### src/rtl/nibble_pair_combiner_if.sv
// Handshake bundle between a nibble-sum producer and the pair combiner.
// The master modport belongs to the upstream/downstream side, and the slave modport belongs to the combiner.
interface nibble_pair_combiner_if;
  logic       in_valid;
  logic       in_ready;
  logic       in_ctrl;
  logic [4:0] in_q;
  logic       out_valid;
  logic       out_ready;
  logic [9:0] out_sum;

  modport master (
    output in_valid, in_ctrl, in_q, out_ready,
    input  in_ready, out_valid, out_sum
  );

  modport slave (
    input  in_valid, in_ctrl, in_q, out_ready,
    output in_ready, out_valid, out_sum
  );
endinterface

### src/rtl/nibble_pair_combiner.sv
// Pairs low/high nibble-sum beats into a 10-bit result (hi*16 + lo) and queues it in a 2-entry FIFO.
// The block flags out-of-order tags in a sticky seq_err and counts every pushed result.
module nibble_pair_combiner (
  input  logic                        clk,
  input  logic                        rst_n,
  nibble_pair_combiner_if.slave       bus,
  input  logic                        clr_err,
  output logic                        seq_err,
  output logic [7:0]                  pair_count
);

  localparam logic [0:0] WAIT_LO = 1'b0;
  localparam logic [0:0] WAIT_HI = 1'b1;

  logic [0:0] r_state;
  logic [4:0] r_lo;
  logic [9:0] r_head;
  logic [9:0] r_tail;
  logic [1:0] r_count;
  logic       r_seq_err;
  logic [7:0] r_pair_count;

  logic       w_in_ready;
  logic       w_accept;
  logic       w_push;
  logic       w_pop;
  logic       w_err;
  logic [9:0] w_sum;

  // In WAIT_HI, the ready signal is gated only by FIFO occupancy, so it never depends on out_ready.
  assign w_in_ready = rst_n && ((r_state == WAIT_LO) || (r_count != 2'd2));
  assign w_accept   = bus.in_valid && w_in_ready;
  assign w_push     = w_accept && (r_state == WAIT_HI) && bus.in_ctrl;
  assign w_pop      = (r_count != 2'd0) && bus.out_ready;
  assign w_err      = w_accept && ((r_state == WAIT_LO) == bus.in_ctrl);
  assign w_sum      = {1'b0, bus.in_q, 4'b0000} + {5'b00000, r_lo};

  // NOTE: sequential state uses non-blocking assignments, so every block sees pre-edge values.
  always_ff @(posedge clk or negedge rst_n) begin
    if (!rst_n) begin
      r_state <= WAIT_LO;
      r_lo    <= '0;
    end else if (w_accept) begin
      if (r_state == WAIT_LO) begin
        if (!bus.in_ctrl) begin
          r_lo    <= bus.in_q;
          r_state <= WAIT_HI;
        end
      end else begin
        if (bus.in_ctrl) r_state <= WAIT_LO;
        else             r_lo    <= bus.in_q;
      end
    end
  end

  // NOTE: the FIFO storage is reset because out_sum must read 0 immediately after reset.
  always_ff @(posedge clk or negedge rst_n) begin
    if (!rst_n) begin
      r_head  <= '0;
      r_tail  <= '0;
      r_count <= '0;
    end else begin
      case ({w_push, w_pop})
        2'b10: begin
          if (r_count == 2'd0) r_head <= w_sum;
          else                 r_tail <= w_sum;
          r_count <= r_count + 2'd1;
        end
        2'b01: begin
          r_head  <= r_tail;
          r_count <= r_count - 2'd1;
        end
        // Push can only happen below full and pop only when non-empty, so the FIFO holds exactly one entry here.
        2'b11: r_head <= w_sum;
        default: ;
      endcase
    end
  end

  always_ff @(posedge clk or negedge rst_n) begin
    if (!rst_n) begin
      r_seq_err    <= 1'b0;
      r_pair_count <= '0;
    end else begin
      if (w_err)        r_seq_err <= 1'b1;
      else if (clr_err) r_seq_err <= 1'b0;
      if (w_push) r_pair_count <= r_pair_count + 8'd1;
    end
  end

  assign bus.in_ready  = w_in_ready;
  assign bus.out_valid = (r_count != 2'd0);
  assign bus.out_sum   = r_head;
  assign seq_err       = r_seq_err;
  assign pair_count    = r_pair_count;

endmodule

### src/flat_wrapper.sv
// flat-port wrapper written by rule: the top's interface ports become plain ports
module nibble_pair_combiner_flat 
  (clk, rst_n, clr_err, seq_err, pair_count, bus_in_valid, bus_in_ctrl, bus_in_q, bus_out_ready, bus_in_ready, bus_out_valid, bus_out_sum);
  nibble_pair_combiner_if bus_i ();
  input  logic clk;
  input  logic rst_n;
  input  logic clr_err;
  output logic seq_err;
  output logic [7:0] pair_count;
  input wire logic [$bits(bus_i.in_valid)-1:0] bus_in_valid;
  input wire logic [$bits(bus_i.in_ctrl)-1:0] bus_in_ctrl;
  input wire logic [$bits(bus_i.in_q)-1:0] bus_in_q;
  input wire logic [$bits(bus_i.out_ready)-1:0] bus_out_ready;
  output wire logic [$bits(bus_i.in_ready)-1:0] bus_in_ready;
  output wire logic [$bits(bus_i.out_valid)-1:0] bus_out_valid;
  output wire logic [$bits(bus_i.out_sum)-1:0] bus_out_sum;
  assign bus_i.in_valid = bus_in_valid;
  assign bus_i.in_ctrl = bus_in_ctrl;
  assign bus_i.in_q = bus_in_q;
  assign bus_i.out_ready = bus_out_ready;
  assign bus_in_ready = bus_i.in_ready;
  assign bus_out_valid = bus_i.out_valid;
  assign bus_out_sum = bus_i.out_sum;
  nibble_pair_combiner u_core (.clk(clk), .rst_n(rst_n), .bus(bus_i), .clr_err(clr_err), .seq_err(seq_err), .pair_count(pair_count));
endmodule
### config.mk
export PLATFORM = sky130hd
export DESIGN_NAME = nibble_pair_combiner_flat
export DESIGN_NICKNAME = d
export VERILOG_FILES = /design/src/rtl/nibble_pair_combiner_if.sv /design/src/rtl/nibble_pair_combiner.sv /design/src/flat_wrapper.sv
export SDC_FILE = /design/constraint.sdc
export NUM_CORES = 1
export LEC_CHECK = 0
export BUFFER_PORTS_ARGS = -buffer_cell sky130_fd_sc_hd__buf_2
export CAP_MARGIN = 30
export CORE_MARGIN = 8
export CORE_UTILIZATION = 45
export DETAILED_ROUTE_END_ITERATION = 16
export GPL_TIMING_DRIVEN = 0
export PLACE_DENSITY = 0.7
export SLEW_MARGIN = 20
export SYNTH_ARGS = -nofsm -noshare
export SYNTH_HDL_FRONTEND = slang
export SYNTH_SLANG_ARGS = --single-unit
export TNS_END_PERCENT = 1
### constraint.sdc
create_clock -name clk -period 1.9 [get_ports clk]
set_input_delay 0.285 -clock clk [delete_from_list [all_inputs] [get_ports clk]]
set_output_delay 0.285 -clock clk [all_outputs]
set_load 0.01 [all_outputs]
==> summary.md, run 1 <==
| Metric | Value |
|---|---|
| Status | `completed` |
| Final setup violation count | `0` |
| Num CTS Buffers | `5` |
| Post-Synthesis Cell Area | `between 1500 and 2000 um^2` |
| Die Wd | `between 70 and 80 um` |
| Cell Pwr Density | `approximately 1300 nW/um^2` |
| Post-layout nets | `201` |
| Number of buffers between clock root and the deepest sink | `2` |
| Arrival time of data at the critical path endpoint | `slightly above 2000 ps` |
| Number of rows in the core area | `22` |
| Warning count from the yosys run | `0` |
| Setup repair after global routing missed its margin | `no` |
| Maximum number of pins on one net before global-route repair | `38` |
| Post-synth net total | `160` |
| Cells along the critical path | `nand4_1 -> nor2_4 -> inv_1 -> ha_1 -> clkbuf_4 -> inv_2 -> nor2_1 -> a211oi_1 -> a21o_1` |
| CP max-delay cell | `dfrtp_1` |
| CP delay by family, top | `simple AND/OR/NAND/NOR gates` |
| Worst Hold Launch | `clr_err` |
| Number of routed nets with antenna violations | `0` |
| Worst r2r path cells | `9` |
| Flip-flop and latch count after synthesis | `37` |
| Total wirelength of the detailed-routed design | `3270 um` |
| Wire length of the first global-routing pass | `around 5700 um` |
| Primary FF master, synth | `dfrtp_1` |
| Terminating pin of the worst hold path | `u_core.seq_err` |
| Max-capacitance violation count | `0` |
| Share of post-route cells with drive strength above 1 | `around a third` |
| GR met1 Demand/Resource | `12.8%` |
| EDFF count, synth | `0` |
| Antenna violations before repair | `0` |
| Required arrival time at the worst endpoint | `approximately 2100 ps` |
| Root cell of the clock tree | `clkbuf_8` |
| Number of endpoints with negative hold slack in the final report | `0` |
| Routed length per instance | `approximately 14 um` |
| Critical path buffers and inverters | `3` |
| Die Outline Area | `roughly 5900 um^2` |
| Post-synthesis cell type with the largest combined area | `dfrtp_1` |
| Worst IR drop on VDD | `0.608 mV` |
| Max Fclk | `559 MHz` |
| Routed via count divided by cell count | `a little over 5` |
| Vias in the first global route | `approximately 1200` |
| Clock transition at path regs | `~70 ps` |
| Global routing usage summed across all routing layers | `between 10% and 20%` |
| Total power | `around 2.7 mW` |
| Overflow left after global routing | `0` |
| Area of the core region | `roughly 3600 um^2` |
| WS Path Type | `reg -> reg` |
| Slew of the pin with the lowest slew margin | `around 460 ps` |
| Final TNS setup | `0 ps` |
| Capturing element type of the critical path | `flip-flop` |
| Fraction of registers with async set/reset | `100%` |
| Dominant cell by count in the synthesized netlist | `dfrtp_1` |
| Most instantiated cells after synthesis | `dfrtp_1 (37), nand2_1 (19), o21ai_0 (15)` |
| Deepest level of the CTS H-tree | `2` |
| Most heavily used metal layer in global routing | `met2` |
| Hold Path Stages | `2` |
| Initial cell density of the core | `between 40% and 50%` |
| Flop-to-flop setup slack | `~110 ps` |
| HPWL after detailed placement | `approximately 2300 um` |
| Global-route track usage on met2 | `between 20% and 30%` |
| Critical R2R Launch | `u_core.r_state` |
| DRC violations left | `0` |
| Growth of design area from synthesis to finish | `22.0%` |
| Met3 Use GR | `3.30%` |
| Class of the tightest hold or removal check | `in -> reg` |
| Number of max-slew violations in the final report | `0` |
| Top cells by area, synth | `dfrtp_1 (56%), mux2_2 (8.2%), xnor2_1 (4.8%), o21ai_0 (4.5%), nand2_1 (4.3%)` |
| Max-slew headroom at the worst pin | `slightly below 70%` |
| Detailed Route Iter0 Violations | `68` |
| CP Launch Point | `u_core.r_state` |
| CTS tree | `yes` |
| Count of different cell masters after synthesis | `25` |
| Total clock sinks | `37` |
| Clock insertion delay at the later pin of the skew report | `290 ps` |
| Count of pins on the block boundary | `32` |
| Vertical die dimension | `around 77 um` |
| Final Skew | `~4.4 ps` |
| Largest fanout on the critical path | `10` |
| Last weighted congestion value of the routability-driven placer | `between 0.8 and 0.9` |
| P_leak | `0.974 nW` |
| Final worst path period need | `~1800 ps` |
| Via Count | `between 1000 and 1500` |
| Post-Syn Area per Cell | `roughly 11 um^2` |
| Tcrit/Tclk final | `between 90% and 100%` |
| Share of synthesized area occupied by flip-flops and latches | `56.1%` |
| Area fraction of the dominant cell type after synthesis | `56.1%` |
| Instance count of the mapped netlist | `144` |
| Antenna diode count | `0` |
| First-pass DRT Iterations | `5` |
| Reg-to-Reg End | `u_core.bus.out_sum[7]` |
| Quantity of I/O buffers inserted on ports | `31` |
| Sort of element at the start of the critical path | `flip-flop` |
| Slowest cell delay on critical path | `400 ps` |
through the flow:
| stage | instance area, um^2 | hold WS, ps | setup WS [ps] | utilization, % | instances |
|---|---|---|---|---|---|
| 2_1_floorplan | 1650 | -10.6 | 79.6 | - | 144 |
| 3_3_place_gp | 1870 | 414 | -833 | 51.8 | 223 |
| 3_5_place_dp | 1870 | 430 | -905 | 51.8 | 223 |
| 4_1_cts | 2000 | 179 | 4.03 | 55.5 | 233 |
| 5_1_grt | 2020 | 198 | 4.08 | 55.9 | 234 |
| 6_report | 2020 | 189 | 112 | 55.9 | 234 |
sequential cells by signal, summed over array words and instances (netlist names):
register	flops
u_core.bus.out_sum	10
u_core.r_tail	10
u_core.pair_count	8
u_core.r_lo	5
u_core.r_count	2
u_core.r_state	1
u_core.seq_err	1
worst max-delay path by stage:
| stage | to | slack (ps) | cells after the start |
|---|---|---|---|
| 2_1_floorplan | u_core.r_tail[4] | 80 | 6 |
| 3_3_place_gp | u_core.bus.out_sum[7] | -830 | 10 |
| 3_5_place_dp | u_core.bus.out_sum[7] | -910 | 10 |
| 4_1_cts | u_core.bus.out_sum[7] | 4 | 9 |
| 5_1_grt | u_core.bus.out_sum[7] | 4 | 9 |
| 6_report | u_core.bus.out_sum[7] | 110 | 9 |
cell families after synthesis:
family,share of synthesized area [%]
DFF,56.1
and+or+nand+nor,9.85
AOI/OAI and AO/OA,9.24
muxes,11.8
xor gates and xnor gates,6.89
buffers and inverters,2.35
adders and majority gates,3.79
where the power goes:
group          switching, mW  internal, mW  leakage (nW)  total [mW]
combinational          0.452         0.420         0.458       0.872
sequential             0.198          1.06         0.471        1.26
clock                  0.276         0.254        0.0450       0.530
total                  0.926          1.73         0.974        2.66
worst reg2reg max path: stages, from the launching register on:
cell and delay [ps]:
dfrtp_1 400, nand4_1 200, nor2_4 180, inv_1 50, ha_1 190, clkbuf_4 220, inv_2 130, nor2_1 50
a211oi_1 190, a21o_1 110
cells in the final DEF (no fill, tap or decap), types with 2 or more instances in the layout:
cell	count
o21ai_1	2
a21oi_1	2
clkbuf_4	2
mux2i_1	6
ha_1	5
nand4_1	4
buf_2	32
a21o_1	2
a211oi_1	2
nor3_1	3
nor2_1	3
inv_1	4
clkbuf_8	5
nand2_1	18
nand3_1	3
dfrtp_1	37
o21ai_0	13
mux2_2	12
clkinv_2	2
xnor2_1	9
xor2_1	4
area by class of cell:
cell class | instances | area, um^2
clock inverter | 2 | 10.0
buffer | 4 | 25.0
tap | 48 | 60.1
multi-input combinational | 98 | 704
inverter | 5 | 18.8
clock buffer | 6 | 72.6
sequential | 37 | 926
timing repair buffer | 34 | 199
fill | 309 | 1590
per-layer routing:
metal / up-vias / share of wire, %
met2: 17 / 52
met3: 6 / 3.6
met4: 0 / 2.6
met5: - / 0
li1: 579 / -
met1: 584 / 42
repair_timing:
action	4_1_cts	5_1_grt
hold buffers	2	0
hold endpoints to repair	37	0
endpoints found under the setup margin	22	7
pin swaps	1	1
resized for setup	6	6
setup buffers	0	1
No activity file was read; power rests on OpenSTA's default activity.
==> inputs of run 2 (changes only) <==
==> constraint.sdc (replaced) <==
create_clock -name clk -period 1.9 [get_ports clk]
set_input_delay 0.38 -clock clk [delete_from_list [all_inputs] [get_ports clk]]
set_output_delay 0.38 -clock clk [all_outputs]
set_load 0.01 [all_outputs]
==> summary.md, run 2 (synthesized netlist as in run 1, its figures left out) <==
| Metric | Value |
|---|---|
| Max Fclk | `559 MHz (-0.11%)` |
| Power share of the clock group | `19.9% (about the same)` |
| Vias in the first global route | `1227 (-0.65%)` |
| WS Path Type | `reg -> reg` |
| HPWL after detailed placement | `2330 um (unchanged)` |
| First-pass DRT Iterations | `4 (-1)` |
| Max-capacitance violation count | `0 (unchanged)` |
| Via Count | `1179 (-0.59%)` |
| Share of post-route cells with drive strength above 1 | `33.0% (+0.71 points)` |
| Worst IR drop on VDD | `0.610 mV (+0.31%)` |
| Clock insertion delay at the later pin of the skew report | `290 ps (about the same)` |
| Worst setup timing slack at the placement stage | `-1000 ps (-95.0 ps)` |
| Overflow left after global routing | `0 (unchanged)` |
| Routed via count divided by cell count | `5.06 (-0.16%)` |
| Number of endpoints with negative hold slack in the final report | `0 (unchanged)` |
| Sort of element at the start of the critical path | `flip-flop` |
| Die Outline Area | `5860 um^2 (unchanged)` |
| Antenna violations before repair | `0 (unchanged)` |
| Total clock sinks | `37 (unchanged)` |
| Root cell of the clock tree | `clkbuf_8` |
| Vertical die dimension | `76.6 um (unchanged)` |
| Final TNS setup | `0 ps (unchanged)` |
| Detailed Route Iter0 Violations | `63 (-7.4%)` |
| Area of the core region | `3610 um^2 (unchanged)` |
| Number of rows in the core area | `22 (unchanged)` |
| Die Wd | `76.6 um (unchanged)` |
| End point of the critical path | `u_core.bus.out_sum[8]` |
| Antenna diode count | `0 (unchanged)` |
| Number of routed nets with antenna violations | `0 (unchanged)` |
| Wire length of the first global-routing pass | `5730 um (+0.23%)` |
| Tcrit/Tclk final | `94.2% (+0.11 points)` |
| Slew of the pin with the lowest slew margin | `465 ps (+6.33 ps)` |
| Worst hold slack across all endpoints | `8.50 ps (-181 ps)` |
| Core utilization of the finished layout | `56.0% (+0.10 points)` |
| Setup slack after layout | `110 ps (-2.03 ps)` |
| Arrival time of data at the critical path endpoint | `2030 ps (about the same)` |
| Total power | `2.67 mW (+0.40%)` |
| Flop-to-flop setup slack | `110 ps (about the same)` |
| Final Skew | `3.51 ps (-0.902 ps)` |
| Last weighted congestion value of the routability-driven placer | `0.813 (unchanged)` |
| Worst r2r path cells | `9 (unchanged)` |
| CTS tree | `yes` |
| Largest fanout on the critical path | `10 (unchanged)` |
| Clock transition at path regs | `70 ps (about the same)` |
| Sw power | `933 uW (+0.68%)` |
| Reg-to-Reg End | `u_core.bus.out_sum[8]` |
| Cells after DPL | `223 (unchanged)` |
| Critical R2R Launch | `u_core.r_state` |
| Maximum number of pins on one net before global-route repair | `38 (unchanged)` |
| Proportion of total power due to net switching | `34.9% (+0.098 points)` |
| Final Non-Filler Cells | `233 (-0.43%)` |
| Max-slew headroom at the worst pin | `68.7% (-0.43 points)` |
| Global routing usage summed across all routing layers | `12.0% (+0.10 points)` |
| Final setup violation count | `0 (unchanged)` |
| CP Launch Point | `u_core.r_state` |
| Placed standard-cell area | `1870 um^2 (unchanged)` |
| Deepest level of the CTS H-tree | `2 (unchanged)` |
| Part of the total power dissipated in sequential elements | `47.0% (-0.3 points)` |
| Num CTS Buffers | `5 (unchanged)` |
| Post-layout nets | `200 (-0.50%)` |
| Number of buffers between clock root and the deepest sink | `2 (unchanged)` |
| Required arrival time at the worst endpoint | `2140 ps (about the same)` |
| Initial cell density of the core | `45.8% (unchanged)` |
| Capturing element type of the critical path | `flip-flop` |
| Number of max-slew violations in the final report | `0 (unchanged)` |
| Fraction of power consumed by combinational cells | `33.0% (+0.2 points)` |
| Commonest non-fill, non-tap cell in the layout | `dfrtp_1` |
| Final worst path period need | `1790 ps (+2.03 ps)` |
| Internal power of the cells | `1.74 mW (+0.25%)` |
| Quantity of I/O buffers inserted on ports | `31 (unchanged)` |
| P_leak | `0.975 nW (about the same)` |
| Total wirelength of the detailed-routed design | `3260 um (-0.28%)` |
| Cell Pwr Density | `1320 nW/um^2 (+0.21%)` |
| Class of the tightest hold or removal check | `in -> async` |
| Growth of design area from synthesis to finish | `22.3%` |
| Status | `completed` |
| DRC violations left | `0 (unchanged)` |
| Count of pins on the block boundary | `32 (unchanged)` |
| Post-route standard cell area excluding fillers | `2020 um^2 (+0.19%)` |
| Most frequent cells in the layout | `dfrtp_1 (37), buf_2 (32), nand2_1 (18)` |
| Routed length per instance | `14.0 um (+0.15%)` |
[run 2: how the worst min path moves through the flow]
stage,slack (ps),startpoint,to,depth (start not counted)
after floorplan,80,rst_n,u_core.bus.out_sum[0],0
after global placement,460,u_core.pair_count[7],u_core.pair_count[7],1
after detailed placement,460,u_core.bus.out_sum[9],u_core.bus.out_sum[9],2
after CTS,9,rst_n,u_core.seq_err,2
after global routing,20,rst_n,u_core.seq_err,2
final,8,rst_n,u_core.seq_err,2
[run 2: power groups by stage]
stage | Combinational [mW] | Sequential [mW] | Clock [mW]
floorplan | 0.505 | 1.28 | 0
global placement | 0.820 | 1.24 | 0
detailed placement | 0.847 | 1.26 | 0
CTS | 0.877 | 1.25 | 0.545
global route | 0.985 | 1.30 | 0.581
finish | 0.882 | 1.26 | 0.533
[run 2: layout make-up]
type | instances | area (um^2)
fill | 309 | 1590
sequential | 37 | 926
multi-input combinational | 98 | 709
timing repair buffer | 33 | 198
clock buffer | 6 | 72.6
tap | 48 | 60.1
buffer | 4 | 25.0
inverter | 5 | 18.8
clock inverter | 2 | 10.0
[run 2: layer usage]
| layer | up-vias | GRT usage [%] | wire [um] |
|---|---|---|---|
| met2 | 20 | 20.3 | 1610 |
| met1 | 571 | 12.8 | 1430 |
| li1 | 580 | - | - |
| met4 | 0 | 8.27 | 108 |
| met5 | - | 0 | 0 |
| met3 | 8 | 3.30 | 111 |
[run 2: what timing repair did]
item,CTS,global route
endpoints found under the hold margin,37,0
gates resized for setup,8,8
setup buffers,0,1
hold buffers,1,0
endpoints found under the setup margin,27,7
pin swaps,2,2
[run 2: critical path: stages, from the launching register on]
cell and delay, ps:
dfrtp_1 400, nand4_1 230, nor2_4 210, inv_1 60
ha_1 190, buf_4 190, inv_2 110, nor2_1 50
a211oi_1 190, a21o_1 110
==> inputs of run 3 (changes only) <==
Settings changed: BUFFER_PORTS_ARGS -buffer_cell sky130_fd_sc_hd__buf_2 to default, CTS_BUF_LIST from default to sky130_fd_sc_hd__clkbuf_16, DONT_BUFFER_PORTS from default to 1, PLACE_DENSITY 0.7 to default, TNS_END_PERCENT 1 to 30.
==> summary.md, run 3 (synthesized netlist as in run 1, its figures left out) <==
| Metric | Value |
|---|---|
| Die Wd | `76.6 um (unchanged)` |
| Overflow left after global routing | `0 (unchanged)` |
| Final Skew | `6.92 ps (+3.41 ps)` |
| Share of post-route cells with drive strength above 1 | `18.6% (-14 points)` |
| Worst IR drop on VDD | `0.566 mV (-7.2%)` |
| P_leak | `0.861 nW (-12%)` |
| Largest fanout on the critical path | `10 (unchanged)` |
| Vias in the first global route | `1106 (-9.9%)` |
| Routed length per instance | `16.3 um (+17%)` |
| Antenna diode count | `0 (unchanged)` |
| Worst hold slack across all endpoints | `211 ps (+202 ps)` |
| Total clock sinks | `37 (unchanged)` |
| Maximum number of pins on one net before global-route repair | `38 (unchanged)` |
| First-pass DRT Iterations | `4 (unchanged)` |
| CTS tree | `yes` |
| Number of buffers between clock root and the deepest sink | `2 (unchanged)` |
| Total power | `2.76 mW (+3.5%)` |
| Most frequent cells in the layout | `dfrtp_1 (37), nand2_1 (18), o21ai_0 (14)` |
| Clock insertion delay at the later pin of the skew report | `280 ps (about the same)` |
| Slew of the pin with the lowest slew margin | `468 ps (+2.85 ps)` |
| Routed via count divided by cell count | `5.40 (+6.7%)` |
| Arrival time of data at the critical path endpoint | `2000 ps (-30 ps)` |
| Core utilization of the finished layout | `53.1% (-2.9 points)` |
| Sort of element at the start of the critical path | `flip-flop` |
| Antenna violations before repair | `0 (unchanged)` |
| Number of endpoints with negative hold slack in the final report | `0 (unchanged)` |
| Last weighted congestion value of the routability-driven placer | `0.707 (-13%)` |
| Tcrit/Tclk final | `93.9% (-0.31 points)` |
| Max-slew headroom at the worst pin | `68.5% (-0.23 points)` |
| Deepest level of the CTS H-tree | `2 (unchanged)` |
| Post-layout nets | `171 (-14%)` |
| Clock transition at path regs | `60 ps (about the same)` |
| Global routing usage summed across all routing layers | `11.9% (-0.11 points)` |
| Number of rows in the core area | `22 (unchanged)` |
| Wire length of the first global-routing pass | `5420 um (-5.5%)` |
| Capturing element type of the critical path | `flip-flop` |
| Quantity of I/O buffers inserted on ports | `0 (-100%)` |
| Area of the core region | `3610 um^2 (unchanged)` |
| Num CTS Buffers | `5 (unchanged)` |
| Via Count | `1101 (-6.6%)` |
| Die Outline Area | `5860 um^2 (unchanged)` |
| Status | `completed` |
| Number of routed nets with antenna violations | `0 (unchanged)` |
| Fill count | `324 (+4.9%)` |
| Number of max-slew violations in the final report | `0 (unchanged)` |
| HPWL after detailed placement | `2390 um (+2.8%)` |
| Required arrival time at the worst endpoint | `2120 ps (-20 ps)` |
| Final worst path period need | `1780 ps (-5.89 ps)` |
| Worst setup timing slack at the placement stage | `-256 ps (+744 ps)` |
| Initial cell density of the core | `45.8% (unchanged)` |
| Root cell of the clock tree | `clkbuf_16` |
| Max-capacitance violation count | `0 (unchanged)` |
| WS Path Type | `reg -> reg` |
| Count of pins on the block boundary | `32 (unchanged)` |
| Max Fclk | `561 MHz (+0.33%)` |
| DRC violations left | `0 (unchanged)` |
| Final setup violation count | `0 (unchanged)` |
| Class of the tightest hold or removal check | `in -> reg` |
| Vertical die dimension | `76.6 um (unchanged)` |
| Growth of design area from synthesis to finish | `15.9%` |
| Cell Pwr Density | `1440 nW/um^2 (+9.2%)` |
| Setup slack after layout | `116 ps (+5.89 ps)` |
| Total wirelength of the detailed-routed design | `3330 um (+2.1%)` |
| Commonest non-fill, non-tap cell in the layout | `dfrtp_1` |
| Detailed Route Iter0 Violations | `34 (-46%)` |
run 3: changes by cell type in the layout (fill, tap and decap cells not counted), moves of 2 or more:
cell / previous run / this run
clkbuf_8: 5 / 0
clkbuf_16: 0 / 5
clkinv_1: 0 / 2
buf_2: 32 / 3
run 3: final timing paths:
kind | startpoint | end | slack [ps] | cells after the start
worst min-delay path | bus_in_ctrl | u_core.r_state | 210 | 1
worst max register to register | u_core.r_state | u_core.bus.out_sum[7] | 120 | 9
worst max-delay path | u_core.r_state | u_core.bus.out_sum[7] | 120 | 9
max in group asynchronous | rst_n | u_core.r_tail[4] | 1140 | 2
min in group asynchronous | rst_n | u_core.r_state | 580 | 2
worst min register to register | u_core.r_tail[6] | u_core.r_tail[6] | 470 | 2
run 3: critical path, stage by stage, from the launching register on:
cell,delay (ps)
dfrtp_1,390
nand4_1,200
nor2_4,190
inv_1,60
ha_1,180
buf_2,220
inv_2,130
nor2_1,50
a211oi_1,190
a21o_1,120
run 3: timing repair:
action	CTS	global route
endpoints found under the setup margin	21	6
pin swaps	2	2
hold buffers	2	0
endpoints found under the hold margin	37	0
buffers inserted	1	1
resized for setup	4	4
run 3: power breakdown:
group / internal, mW / leakage (nW) / switching, mW
clock: 0.473 / 0.0687 / 0.291
sequential: 1.06 / 0.471 / 0.288
combinational: 0.319 / 0.321 / 0.331
total: 1.85 / 0.861 / 0.910
run 3: stage by stage:
step | cells | area [um^2] | TNS [ps]
after floorplan | 144 | 1650 | 0
after global placement | 192 | 1710 | -961
after detailed placement | 192 | 1710 | -1600
after CTS | 203 | 1900 | 0
after global routing | 204 | 1910 | 0
final | 204 | 1910 | 0
run 3: per-layer routing:
metal	routed length (um)	GRT usage (%)	vias up	share of wire, %
met5	0	0	-	0
li1	-	-	522	-
met4	57	5.77	0	1.7
met3	331	7.67	4	9.9
met2	1670	19.5	29	50
met1	1270	11.5	546	38
run 3: area by class of cell:
class | instances | area [um^2] | area share [%]
Buffer | 4 | 22.5 | 1.18
Clock buffer | 5 | 125 | 6.54
Clock inverter | 3 | 12.5 | 0.654
Inverter | 5 | 18.8 | 0.980
Multi-Input combinational cell | 98 | 704 | 36.8
Sequential cell | 37 | 926 | 48.4
Tap cell | 48 | 60.1 | 3.14
Timing Repair Buffer | 4 | 45.0 | 2.35
